`src/rtl/mem_arb_pkg.sv`:
```
// Shared types and widths for the unified-memory arbiter.
package mem_arb_pkg;

  localparam int unsigned STREAK_W = 4;
  localparam int unsigned TMO_W    = 10;
  localparam int unsigned ADDR_W   = 32;
  localparam int unsigned DATA_W   = 32;
  localparam int unsigned BE_W     = 4;

  typedef enum logic [1:0] {
    IDLE,
    BUSY,
    RESP
  } arb_state_t;

  typedef enum logic {
    GNT_IF,
    GNT_D
  } grant_t;

  // Command presented to memory for one access.
  typedef struct packed {
    logic              we;
    logic [ADDR_W-1:0] addr;
    logic [DATA_W-1:0] wdata;
    logic [BE_W-1:0]   be;
  } mem_cmd_t;

endpackage

```
`src/rtl/mem_arb_watchdog.sv`:
```
// Counts BUSY cycles and flags a hung memory access.
module mem_arb_watchdog
  import mem_arb_pkg::*;
#(
  parameter int unsigned TIMEOUT_CYCLES = 64
) (
  input  logic clk,
  input  logic reset,
  input  logic start,
  input  logic active,
  output logic expired
);

  logic [TMO_W-1:0] count;

  // Cleared when an access is granted, advances every BUSY cycle.
  always_ff @(posedge clk or posedge reset) begin
    if (reset) begin
      count <= '0;
    end else if (start) begin
      count <= '0;
    end else if (active) begin
      count <= count + TMO_W'(1);
    end
  end

  // Expiry is combinational so the FSM can leave BUSY in the threshold cycle.
  if (TIMEOUT_CYCLES == 0) begin : gDisabled
    assign expired = 1'b0;
  end else begin : gEnabled
    assign expired = active && (count == TMO_W'(TIMEOUT_CYCLES - 1));
  end

endmodule

```
`src/rtl/mem_arbiter.sv`:
```
// Arbitrates one single-port memory between instruction fetch and data ports.
module mem_arbiter
  import mem_arb_pkg::*;
#(
  parameter int unsigned DATA_STREAK_MAX = 4,
  parameter int unsigned TIMEOUT_CYCLES  = 64
) (
  input  logic              clk,
  input  logic              reset,
  input  logic              if_req,
  input  logic [ADDR_W-1:0] if_addr,
  output logic [DATA_W-1:0] if_rdata,
  output logic              if_ready,
  input  logic              d_req,
  input  logic              d_we,
  input  logic [ADDR_W-1:0] d_addr,
  input  logic [DATA_W-1:0] d_wdata,
  input  logic [BE_W-1:0]   d_be,
  output logic [DATA_W-1:0] d_rdata,
  output logic              d_ready,
  output logic              err,
  output logic              mem_req,
  output logic              mem_we,
  output logic [ADDR_W-1:0] mem_addr,
  output logic [DATA_W-1:0] mem_wdata,
  output logic [BE_W-1:0]   mem_be,
  input  logic              mem_ack,
  input  logic [DATA_W-1:0] mem_rdata,
  output logic              stall
);

  arb_state_t          state;
  arb_state_t          nextState;
  grant_t              grantSel;
  grant_t              grantQ;
  logic                grantEn;
  logic                accessDone;
  logic                aborted;
  logic                expired;
  logic [STREAK_W-1:0] streak;
  mem_cmd_t            cmdSel;
  mem_cmd_t            memCmd;

  // State register.
  always_ff @(posedge clk or posedge reset) begin
    if (reset) begin
      state <= IDLE;
    end else begin
      state <= nextState;
    end
  end

  // Next-state and grant decision; data wins unless the streak limit is hit.
  always_comb begin
    nextState  = state;
    grantEn    = 1'b0;
    grantSel   = GNT_D;
    accessDone = 1'b0;
    aborted    = 1'b0;
    case (state)
      IDLE: begin
        if (d_req || if_req) begin
          grantEn   = 1'b1;
          nextState = BUSY;
          if (!d_req || (if_req && (streak == STREAK_W'(DATA_STREAK_MAX)))) begin
            grantSel = GNT_IF;
          end
        end
      end
      BUSY: begin
        if (mem_ack) begin
          accessDone = 1'b1;
          nextState  = RESP;
        end else if (expired) begin
          accessDone = 1'b1;
          aborted    = 1'b1;
          nextState  = RESP;
        end
      end
      RESP: begin
        nextState = IDLE;
      end
      default: begin
        nextState = IDLE;
      end
    endcase
  end

  // Memory command for the port being granted; fetches are always plain reads.
  always_comb begin
    cmdSel = '0;
    if (grantSel == GNT_IF) begin
      cmdSel.addr = if_addr;
    end else begin
      cmdSel.we    = d_we;
      cmdSel.addr  = d_addr;
      cmdSel.wdata = d_we ? d_wdata : '0;
      cmdSel.be    = d_we ? d_be : '0;
    end
  end

  // Latch the command and granted port once per access; held through BUSY.
  always_ff @(posedge clk or posedge reset) begin
    if (reset) begin
      memCmd <= '0;
      grantQ <= GNT_IF;
    end else if (grantEn) begin
      memCmd <= cmdSel;
      grantQ <= grantSel;
    end
  end

  // Memory request: raised on grant, dropped when the access ends.
  always_ff @(posedge clk or posedge reset) begin
    if (reset) begin
      mem_req <= 1'b0;
    end else if (grantEn) begin
      mem_req <= 1'b1;
    end else if (accessDone) begin
      mem_req <= 1'b0;
    end
  end

  // Capture read data on a real ack only; stores and aborts keep old data.
  always_ff @(posedge clk or posedge reset) begin
    if (reset) begin
      if_rdata <= '0;
      d_rdata  <= '0;
    end else if (accessDone && !aborted) begin
      if (grantQ == GNT_IF) begin
        if_rdata <= mem_rdata;
      end else if (!memCmd.we) begin
        d_rdata <= mem_rdata;
      end
    end
  end

  // One-cycle completion pulses, issued in RESP.
  always_ff @(posedge clk or posedge reset) begin
    if (reset) begin
      if_ready <= 1'b0;
      d_ready  <= 1'b0;
      err      <= 1'b0;
    end else begin
      if_ready <= accessDone && (grantQ == GNT_IF);
      d_ready  <= accessDone && (grantQ == GNT_D);
      err      <= aborted;
    end
  end

  // Consecutive data grants made while a fetch was waiting.
  always_ff @(posedge clk or posedge reset) begin
    if (reset) begin
      streak <= '0;
    end else if (grantEn) begin
      if ((grantSel == GNT_D) && if_req) begin
        if (streak != STREAK_W'(DATA_STREAK_MAX)) begin
          streak <= streak + STREAK_W'(1);
        end
      end else begin
        streak <= '0;
      end
    end
  end

  mem_arb_watchdog #(
    .TIMEOUT_CYCLES(TIMEOUT_CYCLES)
  ) uWatchdog (
    .clk    (clk),
    .reset  (reset),
    .start  (grantEn),
    .active (state == BUSY),
    .expired(expired)
  );

  assign mem_we    = memCmd.we;
  assign mem_addr  = memCmd.addr;
  assign mem_wdata = memCmd.wdata;
  assign mem_be    = memCmd.be;

  assign stall = (if_req & ~if_ready) | (d_req & ~d_ready);

endmodule

```
`config.mk`:
```
export PLATFORM = sky130hd
export DESIGN_NAME = mem_arbiter
export DESIGN_NICKNAME = d
export VERILOG_FILES = /design/src/rtl/mem_arb_pkg.sv /design/src/rtl/mem_arb_watchdog.sv /design/src/rtl/mem_arbiter.sv
export SDC_FILE = /design/constraint.sdc
export NUM_CORES = 1
export LEC_CHECK = 0
export BUFFER_PORTS_ARGS = -buffer_cell sky130_fd_sc_hd__buf_4
export CAP_MARGIN = 25
export CORE_AREA = 2 2 123 125
export CTS_CLUSTER_DIAMETER = 30
export DETAILED_ROUTE_END_ITERATION = 10
export DIE_AREA = 0 0 125 127
export PLACE_DENSITY = 0.79
export REMOVE_ABC_BUFFERS = 1
export SYNTH_ARGS = -nofsm -noshare
export SYNTH_HDL_FRONTEND = slang
export SYNTH_HIERARCHICAL = 1
export SYNTH_SLANG_ARGS = --single-unit
```
`constraint.sdc`:
```
create_clock -name clk -period 6.59 [get_ports clk]
set_clock_uncertainty 0.05 [all_clocks]
set_input_delay 1.977 -clock clk [delete_from_list [all_inputs] [get_ports clk]]
set_output_delay 1.977 -clock clk [all_outputs]
set_load 0.02 [all_outputs]
```
==> results.md <==
- Total CTS buffers: 17
- Fin. Hold Viols: 0
- Initial Utilization: 0.482
- Resize count post-CTS: 0
- Critical Path AT: 3.11 ns
- Power share of the combinational group: 0.467
- Switching power total: between 1.5 and 2 mW
- Total Routing Usage GR: 0.245
- Detailed Place HPWL: 13.7 mm
- Synth area leader: dfrtp_1
- Commonest cells in the synthesized netlist: dfrtp_1 (154), mux2_2 (64), nor2_1 (41), o21ai_0 (38), a22o_1 (36)
- Post-Syn Area: ~0.007 mm²
- Max-slew violations: 0
- CTS clock-pin slew for the worst setup and hold paths: approximately 0.060 ns
- Die width: ~130 µm
- Cts hold-fix bufs: 0
- I/O Buffers: between 200 and 300
- Fraction of layout instances using a drive strength above 1: 0.476
- Synth unique cells: 50
- VDD IR-drop max: 0.325 mV
- Core area: 0.0144 mm²
- Minimum clock period: 5.14 ns
- Initial DRC Count: roughly 300
- Global route overflow: 0
- Pint: 3.02 mW
- Power, Total: about 4.9 mW
- Setup TNS: 0 ns
- Clock Tree Buf Depth: 2
- Synth-to-layout area growth: 39.7%
- Flops & latches, synth: 154
- Syn Area/Cell: 12.5 µm²
- F_max: 194 MHz
- Synth top area share: 0.554
- Most common cell in the netlist: dfrtp_1
- CTS tree: yes
- Via count: 5852
- Reg power frac: 0.337
- Vias/cell: 5.81
- Endpoints failing setup: 0
- Antenna Violating Nets Remaining: 0
- Diodes inserted: 0
- Outcome: complete, no violations
- Synth Warn #: 6
- Static Leakage: 4.62 nW
- Layout Utilization: 0.673
- Largest net degree at the start of global routing: 99
- Required time worst endpoint: 4.56 ns
- Headroom to the max-slew limit: 0.424
- Max Fanout on Critical Path: 73
- Die height: 127 µm
- Crit path cell chain: buf_4, inv_1, o22ai_1, buf_4
- Seq/Total Area, Yosys: 0.554
- CTS sink cnt: around 150
- Crit-path slowest cell: buf_4
- First-pass GRT wire length: 31.1 mm
- Final Cycle Share: 0.780
- Placer Congestion: slightly above 0.8
- Post-synthesis cell count: approximately 560
- Min-delay worst type: reg2reg
- Max incr delay on CP: approximately 0.51 ns
- WS Path Type: in2out
- Drt pass-1 iters: 8
- # IOs: 276
- Number of flops mapped to enable cells by yosys: 0
- Antenna violations before repair: 0
- Drt wl/cell: 19.6 µm
- Residual DRC count: 0
- Synth top area cells: dfrtp_1 (55%), mux2_2 (10%), o211a_1 (4.6%)
- Post-synth top flop: dfrtp_1
- Worst slew pin tran: 0.864 ns
- Die Footprint: around 0.016 mm²
- CP startpoint kind: primary input
- # rows: 44
- H-tree Lvls: 4
- Root Driver: clkbuf_16
- Most used cell, CP: buf_4
- Max cap viols: 0
- Fillers: 1077
- CP endpoint kind: primary output
- Post-layout net count: 953
- Unrepaired setup endpoints after global routing: false
- Share of flip-flops with an asynchronous set or reset: 1.00
- Number of global-route vias before repair: between 6000 and 7000
- Power density cells: just over 500 mW/mm²
- Routed wire length: 19.8 mm
- Switching Fraction: 0.385
- Clock insertion delay at the later pin of the skew report: 0.42 ns
- Post-CTS setup buffer count: 0
- Clock network power share: 0.195
cells in the final DEF (no fill, tap or decap), types with 4 or more instances in the layout:
cell,synthesis,routed
inv_6,0,5
a21oi_1,4,4
nor4b_1,32,32
clkbuf_16,0,17
or4_1,4,4
dfrtp_1,154,154
buf_4,5,285
o21ai_0,38,38
a22o_1,36,36
o32a_1,32,32
inv_1,12,11
nand2_1,5,5
mux2_2,64,64
nor2_1,41,40
o211a_1,32,32
nand4_1,5,5
state kept, by name, summed over array words and instances (netlist names):
name             count
if_rdata            32
mem_addr            32
mem_wdata           32
d_ready              1
err                  1
if_ready             1
mem_req              1
mem_we               1
uWatchdog/count     10
state                2
mem_be               4
streak               4
grantQ               1
d_rdata             32
stage by stage:
step | setup slack, ns | area, µm² | hold slack [ns] | std cells
floorplan | 0.697 | 6690 | 0.403 | 506
detailed placement | 1.52 | 9110 | 0.435 | 976
global route | 1.42 | 9710 | 0.469 | 1008
finish | 1.45 | 9710 | 0.443 | 1008
global placement | 1.55 | 9080 | 0.420 | 975
CTS | 1.51 | 9690 | 0.449 | 1007
path summary, 6_finish.rpt:
path,slack [ns],end,from,depth (start not counted)
setup / recovery,1.45,stall,d_req,4
hold / removal,0.44,mem_req,mem_req,1
setup reg to reg,3.80,uWatchdog/count[8],state[0],8
hold reg to reg,0.44,mem_req,mem_req,1
max in group asynchronous,3.67,d_rdata[26],reset,3
min in group asynchronous,1.53,uWatchdog/count[2],reset,2
worst max-delay path, delay by kind of cell:
| family | cells | cell delay (ns) |
|---|---|---|
| buffers and inverters | 3 | 0.89 |
| AO/OA/AOI/OAI | 1 | 0.22 |
layer usage:
| metal | track usage | up-vias | routed length, µm |
|---|---|---|---|
| li1 | - | 2630 | - |
| met1 | 0.284 | 2900 | 7710 |
| met2 | 0.420 | 295 | 9870 |
| met3 | 0.0900 | 27 | 1850 |
| met4 | 0.0895 | 0 | 342 |
| met5 | 0 | - | 0 |
logic make-up after synthesis:
kind of cell / Yosys count / synth area share
flops: 154 / 0.554
buf+inv: 61 / 0.0441
xor+xnor: 4 / 0.00504
simple gates: 108 / 0.0968
mux: 67 / 0.108
compound gates: 158 / 0.186
fa+ha+maj: 3 / 0.00540
power groups by stage:
stage                     combinational (mW)  clock, mW  sequential [mW]
after floorplan                        0.789          0             2.14
after global placement                  2.22          0             1.63
after detailed placement                2.30          0             1.66
after CTS                               2.31      0.981             1.66
after global routing                    2.44       1.02             1.71
final                                   2.30      0.958             1.66
final cells by class:
cell class,instances,area (µm²),share of cell area
multi-input combinational,340,2810,0.289
sequential,154,3850,0.397
clock buffer,18,439,0.0452
timing repair buffer,287,2190,0.225
inverter,12,50.0,0.00515
clock inverter,13,143,0.0147
tap,184,230,0.0237
Note: power is estimated with default switching activity, not from simulation.
